### src/rtl/ram_rd_arbiter.sv
// ---------------------------------------------------------------------------
// ram_rd_arbiter
//   Shares the single read port of one ram (registered output, 1-cycle read
//   latency) between NUM_REQ requesters. Round-robin arbitration between
//   bursts, with the grant locked to one requester until it completes a beat
//   marked last. One read can be issued every cycle, including when the grant
//   moves from one requester to another.
//
// Ports
//   clk            single clock, all logic on posedge
//   reset_n        asynchronous active-low reset
//   req_valid      per-requester read request
//   req_addr       requester i address at [i*ADDR_WIDTH +: ADDR_WIDTH]
//   req_last       beat is the last of its burst (tie 1 for single reads)
//   req_ready      one-hot grant; a beat is accepted when valid & ready
//   rsp_valid      one-hot owner of the data on rsp_data
//   rsp_data       read data, straight from the ram
//   ram_read_req   ram read strobe
//   ram_read_addr  ram read address
//   ram_read_data  ram read data
// ---------------------------------------------------------------------------
module ram_rd_arbiter #(
  parameter int NUM_REQ    = 4,
  parameter int ADDR_WIDTH = 12,
  parameter int DATA_WIDTH = 8
) (
  input  logic                          clk,
  input  logic                          reset_n,
  input  logic [NUM_REQ-1:0]            req_valid,
  input  logic [NUM_REQ*ADDR_WIDTH-1:0] req_addr,
  input  logic [NUM_REQ-1:0]            req_last,
  output logic [NUM_REQ-1:0]            req_ready,
  output logic [NUM_REQ-1:0]            rsp_valid,
  output logic [DATA_WIDTH-1:0]         rsp_data,
  output logic                          ram_read_req,
  output logic [ADDR_WIDTH-1:0]         ram_read_addr,
  input  logic [DATA_WIDTH-1:0]         ram_read_data
);

  localparam int PTR_W = $clog2(NUM_REQ);

  typedef enum logic {
    IDLE,
    LOCKED
  } state_t;

  state_t           state;
  logic [PTR_W-1:0] owner;
  logic [PTR_W-1:0] ptr;
  logic [PTR_W-1:0] grant_idx;
  logic [PTR_W-1:0] cand;
  logic             grant_any;

  // Grant selection. Held at zero while reset is asserted so that nothing
  // reaches the ram during reset. In IDLE the search starts at the
  // round-robin pointer and wraps; in LOCKED only the owner may be served,
  // and a missing owner request simply produces a bubble.
  always_comb begin
    grant_any = 1'b0;
    grant_idx = '0;
    cand      = '0;
    if (reset_n) begin
      if (state == LOCKED) begin
        if (req_valid[owner]) begin
          grant_any = 1'b1;
          grant_idx = owner;
        end
      end else begin
        for (int k = 0; k < NUM_REQ; k++) begin
          cand = PTR_W'((int'(ptr) + k) % NUM_REQ);
          if (!grant_any && req_valid[cand]) begin
            grant_any = 1'b1;
            grant_idx = cand;
          end
        end
      end
    end
  end

  // Ram request is driven in the same cycle as the handshake. The address
  // mux is forced to zero when nothing is granted so that unknown addresses
  // on idle requesters never reach the ram.
  always_comb begin
    req_ready = '0;
    for (int i = 0; i < NUM_REQ; i++) begin
      req_ready[i] = grant_any && (grant_idx == PTR_W'(i));
    end
    ram_read_req  = grant_any;
    ram_read_addr = grant_any ? req_addr[grant_idx*ADDR_WIDTH +: ADDR_WIDTH] : '0;
  end

  assign rsp_data = ram_read_data;

  // Lock / pointer bookkeeping. rsp_valid is the grant delayed by one cycle,
  // matching the ram's registered read data. A non-last beat locks the
  // grant to that requester; a last beat releases it and moves the
  // round-robin pointer just past the requester that finished.
  always_ff @(posedge clk or negedge reset_n) begin
    if (!reset_n) begin
      state     <= IDLE;
      owner     <= '0;
      ptr       <= '0;
      rsp_valid <= '0;
    end else begin
      rsp_valid <= req_ready;
      if (grant_any) begin
        if (req_last[grant_idx]) begin
          state <= IDLE;
          ptr   <= (grant_idx == PTR_W'(NUM_REQ - 1)) ? '0 : grant_idx + PTR_W'(1);
        end else begin
          state <= LOCKED;
          owner <= grant_idx;
        end
      end
    end
  end

endmodule

### config.mk
export PLATFORM = sky130hd
export DESIGN_NAME = ram_rd_arbiter
export DESIGN_NICKNAME = d
export VERILOG_FILES = /design/src/rtl/ram_rd_arbiter.sv
export SDC_FILE = /design/constraint.sdc
export NUM_CORES = 1
export LEC_CHECK = 0
export CORE_ASPECT_RATIO = 1.2
export CORE_MARGIN = 4
export CORE_UTILIZATION = 29
export CTS_BUF_LIST = sky130_fd_sc_hd__clkbuf_4
export DETAILED_ROUTE_END_ITERATION = 10
export MAX_ROUTING_LAYER = met4
export PLACE_DENSITY = 0.88
export RECOVER_POWER = 25
export SYNTH_ARGS = -nofsm -noshare
export SYNTH_HDL_FRONTEND = slang
export SYNTH_SLANG_ARGS = --single-unit
export TNS_END_PERCENT = 100
### constraint.sdc
create_clock -name clk -period 3.8 [get_ports clk]
set_input_delay 1.14 -clock clk [delete_from_list [all_inputs] [get_ports clk]]
set_output_delay 1.14 -clock clk [all_outputs]
set_load 0.02 [all_outputs]
-- After elaboration in Yosys (flattened, before gate mapping)
Cells that the tools add are included.
- add/subtract/negate cells: 4
- multiply operators: 1
- magnitude comparators: 6
- eq/ne operators: 3
- shifts and indexed selects: 1
- muxes and demuxes: 35
- bitwise logic cells: 1
- reduce and logical (&&, ||, !) cells: 13
- operator list (cell ; count):
    indexed part select 48 x 7 -> 12 bit ; 1
    2-to-1 mux 1 bit ; 20
    less-than comparator 2 x 3 -> 1 bit (second input constant) ; 6
    2-to-1 mux 2 bit ; 8
    binary-select mux 1 bit (select 2 bit) ; 6
    2-to-1 mux 12 bit ; 1
    logical AND 1 bit ; 7
    adder 2 x 1 -> 2 bit (second input constant) ; 2
    adder 2 bit (second input constant) ; 2
    == test 2 bit (second input constant) ; 2
    multiplier 2 x 2 -> 4 bit (second input constant) ; 1
    AND reduction 2 bit ; 2
    zero test 1 bit ; 3
    == test 2 x 1 -> 1 bit (second input constant) ; 1
    zero test 2 bit ; 1
    inverter 1 bit ; 1
- register bits: 9
- bits of input ports: 66
- word-level logic and storage cells: 68

-- Logic depth before layout (Yosys ltp)
Gate-level depths: netlist of run 1.
- depth after elaboration: 24
- depth in mapped cells: 9
- depth with buffers taken out: 8

-- Least setup slack after synthesis of run 1
Ideal clock, no wire load.
- path kind: input to output
- from: input port req_valid[2]
- to: output port ram_read_addr[10]
- data arrival time: 2.673 ns
- data required time: 2.660 ns
- slack: -0.013 ns
- stages on the path: 6
- path buffers: 1
- cell sequence: nor3b_1 -> o32a_1 -> a21boi_4 -> buf_2 -> mux4_2 -> and2_1
- cells in the longest elaborated chain, start to end: 23
- elaborated cells between the ends (all ways): 39
- classes of those cells: mul (1); shift (1); mux (31); reduce/logical (6)
- ends and longest elaborated chain (item ; line ; text):
    start: declaration ; 29 ; input logic [NUM_REQ-1:0] req_valid,
    binary-select mux 1 bit (select 2 bit) ; 71 ; if (!grant_any && req_valid[cand]) begin
    2-to-1 mux 1 bit (not written as such) ; 71 ;
    2-to-1 mux 1 bit ; 71 ;
    2-to-1 mux 1 bit ; 63 ; if (state == LOCKED) begin
    2-to-1 mux 1 bit ; 62 ; if (reset_n) begin
    zero test 1 bit ; 71 ;
    logical AND 1 bit ; 71 ;
    2-to-1 mux 1 bit ; 71 ;
    [8 not listed] ; -- ;
    logical AND 1 bit ; 71 ;
    2-to-1 mux 2 bit ; 71 ;
    2-to-1 mux 2 bit * ; 63 ;
    2-to-1 mux 2 bit * ; 62 ;
    net grant_idx[0] ; 50 ; logic [PTR_W-1:0] grant_idx;
    multiplier 2 x 2 -> 4 bit * ; 89 ; ram_read_addr = grant_any ? req_addr[grant_idx*ADDR_WIDTH +: ADDR_WIDTH] : '0;
    indexed part select 48 x 7 -> 12 bit * ; 89 ;
    2-to-1 mux 12 bit * ; 89 ;
    end: declaration ; 36 ; output logic [ADDR_WIDTH-1:0] ram_read_addr,
Mark *: on every way through the listed nets, which the timed path passes. The rest lies on a longest branch. The select of a mux whose other input is x is not followed.

-- Final worst setup path of run 1
- from: input port req_valid[2]
- to: output port ram_read_addr[11]
- cells in the longest elaborated chain, start to end: 23
- elaborated cells between the ends (all ways): 39
- classes of those cells: mul (1); shift (1); mux (31); reduce/logical (6)
- ends and longest elaborated chain (item ; line):
    binary-select mux 1 bit (select 2 bit) ; 71
    2-to-1 mux 1 bit (not written as such) ; 71
    2-to-1 mux 1 bit ; 71
    2-to-1 mux 1 bit ; 63
    2-to-1 mux 1 bit ; 62
    zero test 1 bit ; 71
    logical AND 1 bit ; 71
    2-to-1 mux 1 bit ; 71
    [7 not listed] ; --
    zero test 1 bit ; 71
    logical AND 1 bit ; 71
    2-to-1 mux 2 bit ; 71
    2-to-1 mux 2 bit ; 63
    2-to-1 mux 2 bit ; 62
    multiplier 2 x 2 -> 4 bit ; 89
    indexed part select 48 x 7 -> 12 bit ; 89
    2-to-1 mux 12 bit * ; 89
Every way passes the cells marked *; elsewhere a longest branch is shown, timed or not. The select of a mux whose other input is x is not followed.

==> flow_summary.toml, run 1 <==
[power_and_ir_drop]
cellPowerDensity_nw_per_um2 = 458
p_total_mw = 0.968
max-vdd-ir-drop_uv = 187
p_leak_nw = 0.882

[grt]
overflow = 0
grt_pass1_vias = 1172
grt_start_max_net_pins = 10
grt_usage = 0.150
grt_pass1_wl_mm = 5.31
antenna_found_initial = 0

[sta]
setup_ws_ps = -124
timing.hold.ws_ps = 551
slew_headroom = 0.678
period_share = 1.03
final-hold-violation-count = 0
worstMarginPinSlew_ps = 484
tns_ps = -1520
fmax_ghz = 0.255
slew_violations = 0
fin_crit_ps = 3920
finalClockSkew_ps = 3.39
finalSetupViolCount = 15
grt_setup_unrepaired = "yes"

[floorplan]
dieHeight_um = 74.3
std_cell_rows = 23
core-area_sq_um = 3420
num_io_pins = 95
die-width_um = 63.3
design.die.area_sq_um = 4700
start_util = 0.311

[finish]
finalNetCount = 260
mostFrequentLayoutCell = "clkdlybuf4s50_1"
antenna_cells = 0
final_cell_mix = "56 x clkdlybuf4s50_1, 20 x buf_6, 15 x and2_4, 15 x buf_4, 12 x mux4_2"
drive_above_1_share = 0.429
n_fill_cell = 275
stdcell_count = 226
syn2layout_area_growth_pct = 98.7
fin_util = 0.617

[detailed_routing]
wire_per_inst_um = 16.1
drt-pass1-iter-count = 4
viasPerCell = 5.08
first_iter_violations = 24
vias = 1148
wirelength_mm = 3.63
ant_nets = 0
drcViolationCount = 0

[critical_path]
end_kind = "output port"
arrival_ps = 2780
r2r_cells = 11
r2r-end = "ptr[1]$_DFFE_PN0P_"
critical_path_class = "primary input to output port"
crit_path_start_kind = "primary input"
timing.rr.start = "state$_DFFE_PN0P_"
critPathMaxFanout = 6
rrSetupSlack_ps = 1120
required_ps = 2660

[logic_synthesis]
ys_ff_latch = 9
syn_area_sq_um = 1060
avgSynthCellArea_sq_um = 10.9
ys.warnings.count = 0
syn_inst = 98
yosysSeqAreaShare = 0.212
syn_nets = 168
synth_cell_types = 31

[clocking]
htree_levels = 1
cts.clk_slew.worst_paths_ps = 60
cts_made_buffers = 3
clock_sinks = 9
clkLatencyLatePin_ps = 260
cts.path.max_buffers = 2
root_buffer = "clkbuf_4"
cts_tree = "yes"

[worst_hold_path]
hp-start = "ptr[0]$_DFFE_PN0P_"
hold_path_end = "ptr[0]$_DFFE_PN0P_"
holdPathStages = 1
hp-class = "register to register"

[placed_design]
gp_congestion = 0.795
dpl.cell_count = 214
dp_hpwl_mm = 2.82
portBuffers = 78

[job]
drv_cap = 0

[run_status]
violations = "negative setup slack"
status = "finished, violations left"
## registers in the layout, indices dropped and copies added (netlist names)
name       count
owner          2
ptr            2
rsp_valid      4
state          1
## worst max-delay path by stage
| stage | from | to | slack, ps | cells past startpoint |
|---|---|---|---|---|
| finish | req_valid[2] | ram_read_addr[11] | -120 | 9 |
| detailed placement | req_valid[0] | ram_read_addr[7] | -1060 | 9 |
| floorplan | req_valid[0] | ram_read_addr[10] | 30 | 8 |
| CTS | req_valid[0] | ram_read_addr[7] | -130 | 9 |
| global route | req_valid[0] | ram_read_addr[5] | -210 | 9 |
| global placement | req_valid[0] | ram_read_addr[5] | -1010 | 9 |
## cell families (layout without fill, tap and decap cells)
group	count (synthesis)	in the layout	synth area share
DFF	9	9	0.212
AOI/OAI and AO/OA	17	17	0.124
muxes	20	20	0.341
buffers and inverters	17	108	0.112
adders and majority gates	4	4	0.0471
and+or+nand+nor	31	31	0.165
## layer usage
| metal | GRT usage | share of wire |
|---|---|---|
| met3 | 0.0453 | 0.074 |
| met5 | - | 0 |
| met4 | 0.0384 | 0.0080 |
| met2 | 0.297 | 0.59 |
| met1 | 0.142 | 0.33 |
## worst max-delay path, stage by stage
cell and delay [ps]:
buf_4 120, nor3b_1 130, o32a_1 390, a21boi_4 190, buf_12 140, buf_16 120, mux4_2 280, and2_4 150
buf_6 120
## Yosys cell counts, drive strengths merged
cell type | count | area (sq um)
and2 | 17 | 106
mux4 | 12 | 278
buf | 11 | 96.3
dfrtp | 9 | 225
nand2 | 7 | 26.3
a21oi | 5 | 28.8
ha | 4 | 50.1
inv | 4 | 15.0
mux2 | 4 | 45.0
mux2i | 4 | 40.0
o21ai | 3 | 15.0
clkbuf | 2 | 7.51
nor2 | 2 | 7.51
nor3b | 2 | 15.0
o21a | 2 | 15.0
a21boi | 1 | 18.8
a22o | 1 | 8.76
a22oi | 1 | 7.51
nand2b | 1 | 6.26
nor2b | 1 | 6.26
o211ai | 1 | 7.51
o221a | 1 | 11.3
o22a | 1 | 8.76
o32a | 1 | 10.0
or4 | 1 | 7.51
## where the power goes
part / switching (mW) / leakage (nW) / internal (mW)
Sequential: 0.0313 / 0.115 / 0.125
Clock: 0.0323 / 0.0184 / 0.0475
Combinational: 0.295 / 0.748 / 0.436
## repair_timing
action / in CTS / in global routing
buffers inserted: 5 / 2
pin swaps: 19 / 4
hold buffers: 0 / 0
endpoints found under the hold margin: 0 / 0
setup endpoints to repair: 17 / 17
resized for setup: 142 / 11
gates cloned: 2 / 0
## stage by stage
stage                     instance area (sq um)  setup slack [ps]
after floorplan                            1070              29.5
after global placement                     1900             -1010
after CTS                                  2100              -128
after global routing                       2110              -206
final                                      2110              -124
after detailed placement                   1900             -1060
## cell type report
class	instances	area, sq um	share of cell area
Clock buffer	4	30.0	0.0142
Inverter	4	17.5	0.00829
Multi-Input combinational cell	72	779	0.369
Sequential cell	9	225	0.107
Tap cell	37	46.3	0.0219
Timing Repair Buffer	100	1010	0.480
(Power assumes the default switching activity.)
==> run 2: changes to the inputs <==
--- a/config.mk
+++ b/config.mk
@@ -5,6 +5,7 @@
 export SDC_FILE = /design/constraint.sdc
 export NUM_CORES = 1
 export LEC_CHECK = 0
+export CAP_MARGIN = 20
 export CORE_ASPECT_RATIO = 1.2
 export CORE_MARGIN = 4
 export CORE_UTILIZATION = 29
==> results of run 2 <==
Final layout, timing and power as in run 1 (identical DEF).
==> edit 1 (config.mk and constraints of run 1) <==
The parameter `DATA_WIDTH` goes from 8 to 9.
--- a/src/rtl/ram_rd_arbiter.sv
+++ b/src/rtl/ram_rd_arbiter.sv
@@ -22,7 +22,7 @@
 module ram_rd_arbiter #(
   parameter int NUM_REQ    = 4,
   parameter int ADDR_WIDTH = 12,
-  parameter int DATA_WIDTH = 8
+  parameter int DATA_WIDTH = 9
 ) (
   input  logic                          clk,
   input  logic                          reset_n,
Ports: changed (resized ram_read_data and rsp_data); port bits go from 95 to 97. No check against the original RTL was run, so the function may have changed too.
==> edit 1 against run 1 <==
The run still ends with negative setup slack left; first-iteration DRC count is 50% lower; sequential share of layout area is essentially flat; clock power about the same; power down 2.0%; wire length fell by 6.1%; register-to-register slack improved by 0.11 ns; area after synthesis increased by 0.71%; cell area decreased by 0.30%; sequential cell count stayed put; synthesized cell count is 1.0% higher; count of clock-buffer cells in the layout is the same; worst setup slack better by 0.0088 ns; highest routed layer unchanged; critical path depth did not move; critical endpoint is now ram_read_addr[5].
==> edit 1: results (changes against run 1) <==
| Metric | Value |
|---|---|
| Arr. time, crit path | `2.77 ns (was 2.78 ns)` |
| Pleak | `0.000881 uW (was 0.000882 uW)` |
| Failing checks | `negative setup slack (unchanged)` |
| Adder-cell share of the synthesized area | `4.67% (was 4.71%)` |
| Layout cells sized above 1 | `41.9% (was 42.9%)` |
| Initial drt markers | `12 (was 24)` |
| Vias in the first global route | `1248 (was 1172)` |
| Worst slew margin | `74.1% (was 67.8%)` |
| Inst Count DP | `213 (was 214)` |
| CP max FO | `8 (was 6)` |
| Crit path launch | `req_valid[0] (was req_valid[2])` |
| Status | `finished with violations (unchanged)` |
| Global placer's final weighted congestion | `0.833 (was 0.795)` |
| Sequential cell area fraction in the yosys report | `21.0% (was 21.2%)` |
| Multiplexer area fraction after synthesis | `33.9% (was 34.1%)` |
| Dpl hpwl | `2880 microns (was 2820 microns)` |
| Syn_nets | `170 (was 168)` |
| First-pass GRT wire length | `5460 microns (was 5310 microns)` |
| Worst Setup Slack, final | `-0.115 ns (was -0.124 ns)` |
| Total track usage | `15.3% (was 15.0%)` |
| Pin count of the biggest net entering global routing | `13 (was 10)` |
| Dpl ws | `-1.06 ns (about the same)` |
| Synth Area in Compound Gates | `12.3% (was 12.4%)` |
| Layout filler cell count | `279 (was 275)` |
| R2R setup slack | `1.23 ns (was 1.12 ns)` |
| Final setup violation count | `13 (was 15)` |
| DR WL/cell | `15.3 microns (was 16.1 microns)` |
| Clock skew | `0.000870 ns (was 0.00339 ns)` |
| Clock H-tree levels | `1 (unchanged)` |
| Hold Path Depth | `1 (unchanged)` |
| Setup_tns | `-1.16 ns (was -1.52 ns)` |
| Vias | `1114 (was 1148)` |
| Yosys warnings | `0 (unchanged)` |
| Post-synthesis average cell area | `10.8 sq um (was 10.9 sq um)` |
| Hold_ws | `0.539 ns (was 0.551 ns)` |
| VDD IR max | `0.169 mV (was 0.187 mV)` |
| R2R depth | `9 (was 11)` |
| # nets final | `258 (was 260)` |
| P&R area growth vs syn | `96.7% (was 98.7%)` |
| Via density | `5.00 (was 5.08)` |
| First-pass iteration count of the detailed router | `2 (was 4)` |
| Synth cell count leaders | `17 x and2_1, 10 x mux4_2, 9 x buf_4, 9 x dfrtp_1, 7 x nand2_1 (was 17 x and2_1, 10 x mux4_2, 9 x dfrtp_1)` |
[edit 1: metal layers]
metal	part of all wire (%)	global-route usage (%)	up-vias
met2	60	30.5	51
met1	32	14.4	528
met5	0	-	-
li1	-	-	529
met4	1.1	3.84	0
met3	6.4	3.93	6
[edit 1: final cells by class]
cell class              instances  share of cell area (%)
clock buffers                   4                    1.43
inverters                       4                   0.950
multi-input cells              72                    36.6
flip-flops and latches          9                    10.7
well taps                      37                    2.20
repair buffers                 97                    48.1
[edit 1: what timing repair did]
action	in CTS	in global routing
gates cloned	1	0
buffers inserted	4	1
pin swaps	8	12
hold endpoints to repair	0	0
gates resized for setup	135	14
endpoints found under the setup margin	17	17
[edit 1: report_power, final]
part	internal (uW)	switching (uW)
clock	47.5	32.5
sequential	125	32.4
combinational	431	280
total	604	345
[edit 1: worst max-delay path, cell delays in order]
cell	delay, ns
buf_8	0.10
a21oi_2	0.10
o21a_1	0.11
o221a_1	0.16
o21a_1	0.18
buf_6	0.18
mux4_2	0.51
and2_4	0.16
buf_6	0.12
==> edit 2 (config.mk and constraints of run 1) <==
Made on the original files. Reset style: synchronous (`reset_n`), changed in one clocked block. Comments in the files are not updated.
--- a/src/rtl/ram_rd_arbiter.sv
+++ b/src/rtl/ram_rd_arbiter.sv
@@ -95,7 +95,7 @@
   // matching the ram's registered read data. A non-last beat locks the
   // grant to that requester; a last beat releases it and moves the
   // round-robin pointer just past the requester that finished.
-  always_ff @(posedge clk or negedge reset_n) begin
+  always_ff @(posedge clk) begin
     if (!reset_n) begin
       state     <= IDLE;
       owner     <= '0;
Behaviour: differs if reset_n is asserted again (counterexample within 4 cycles, from zero or initial values and one cycle with reset_n low); with reset_n held inactive, the same outputs for 10 cycles.
==> edit 2 against run 1 <==
The flow still finishes with violations (negative setup slack); sequential share of layout area shrank 3.0 points; wire length grew 28%; power grew 13%; cell area grew 11%; worst hold slack lost 0.037 ns; maximum frequency grew 3.2%; worst setup slack gained 0.12 ns; count of clock-buffer cells in the layout is the same; register-to-register slack gained 0.49 ns; sequential cell count is the same; final cell count grew 23%; area after synthesis grew 8.0%; largest cell class unchanged.
==> edit 2: results (changes against run 1) <==
| Metric | Value |
|---|---|
| Inst Count DP | `263 (was 214)` |
| Final WL | `4640 microns (was 3630 microns)` |
| Status | `finished with violations (unchanged)` |
| Global placer's final weighted congestion | `0.883 (was 0.795)` |
| Worst Setup Slack, final | `-0.00273 ns (was -0.124 ns)` |
| Synth top area cells | `mux2i_1 25%, dfxtp_1 16%, o22ai_1 6.5%, buf_4 5.9%, and2_1 4.4% (was dfrtp_1 21%, mux4_2 21%, and2_1 10%, buf_4 5.6%, mux4_1 4.9%)` |
| Layout filler cell count | `311 (was 275)` |
| Pin count of the biggest net entering global routing | `13 (was 10)` |
| Pleak | `0.000937 uW (was 0.000882 uW)` |
| GR Util met1 | `14.5% (was 14.2%)` |
| PostCTS Resize Cnt | `130 (was 142)` |
| Vias | `1470 (was 1148)` |
| RR Endpoint | `owner[0] (was ptr[1])` |
| VDD IR max | `0.193 mV (was 0.187 mV)` |
| Slew @ Worst Pin | `0.481 ns (was 0.484 ns)` |
| CP max FO | `7 (was 6)` |
| Hold Crit Start | `ptr[0] (unchanged)` |
| Total track usage | `16.7% (was 15.0%)` |
| Failing checks | `negative setup slack (unchanged)` |
| Post-route cell area | `2350 sq um (was 2110 sq um)` |
| M3 GR Usage | `2.92% (was 4.53%)` |
| Final setup violation count | `1 (was 15)` |
| Setup_tns | `-0.00273 ns (was -1.52 ns)` |
| Slowest Stage Delay on Critical Path | `0.29 ns (was 0.39 ns)` |
| Async SR Flop Fraction | `0% (was 100%)` |
| Critical Path End | `ram_read_addr[8] (was ram_read_addr[11])` |
| Main synth FF type | `dfxtp_1 (was dfrtp_1)` |
| Hold Path Depth | `2 (was 1)` |
| Distinct cells, synth | `37 (was 31)` |
| Syn_nets | `203 (was 168)` |
| Sequential cell area fraction in the yosys report | `15.7% (was 21.2%)` |
| Placed inst area | `2000 sq um (was 1900 sq um)` |
| Hold EP | `ptr[0] (unchanged)` |
| Slowest CP cell | `a311oi_4 (was o32a_1)` |
| R2R setup slack | `1.61 ns (was 1.12 ns)` |
| GRT met2 Usage | `32.7% (was 29.7%)` |
edit 2: cell families after synthesis:
logic type / synth area share (%)
and+or+nand+nor: 16.3
DFF: 15.7
AOI/OAI and AO/OA: 21.4
adders and majority gates: 4.36
muxes: 28.2
buffers and inverters: 14.1
edit 2: area by class of cell:
type                            count  share of cell area (%)
Tap cell                           52                    2.77
Timing Repair Buffer              103                    42.8
Timing Repair inverter              3                    1.33
Sequential cell                     9                    7.66
Inverter                            7                    1.44
Clock buffer                        4                    1.28
Multi-Input combinational cell    101                    42.7
edit 2: metal layers:
layer | share of wire [%] | up-vias
met5 | 0 | -
met4 | 4.0 | 0
met3 | 6.1 | 23
met2 | 56 | 87
met1 | 34 | 676
li1 | - | 684
edit 2: where the power goes:
part           total, uW  leakage [uW]  internal (uW)  switching, uW
Combinational        843      0.000845            452            391
Sequential           173     0.0000741            123           50.0
Clock               77.8     0.0000184           47.4           30.4
Total               1090      0.000937            622            471
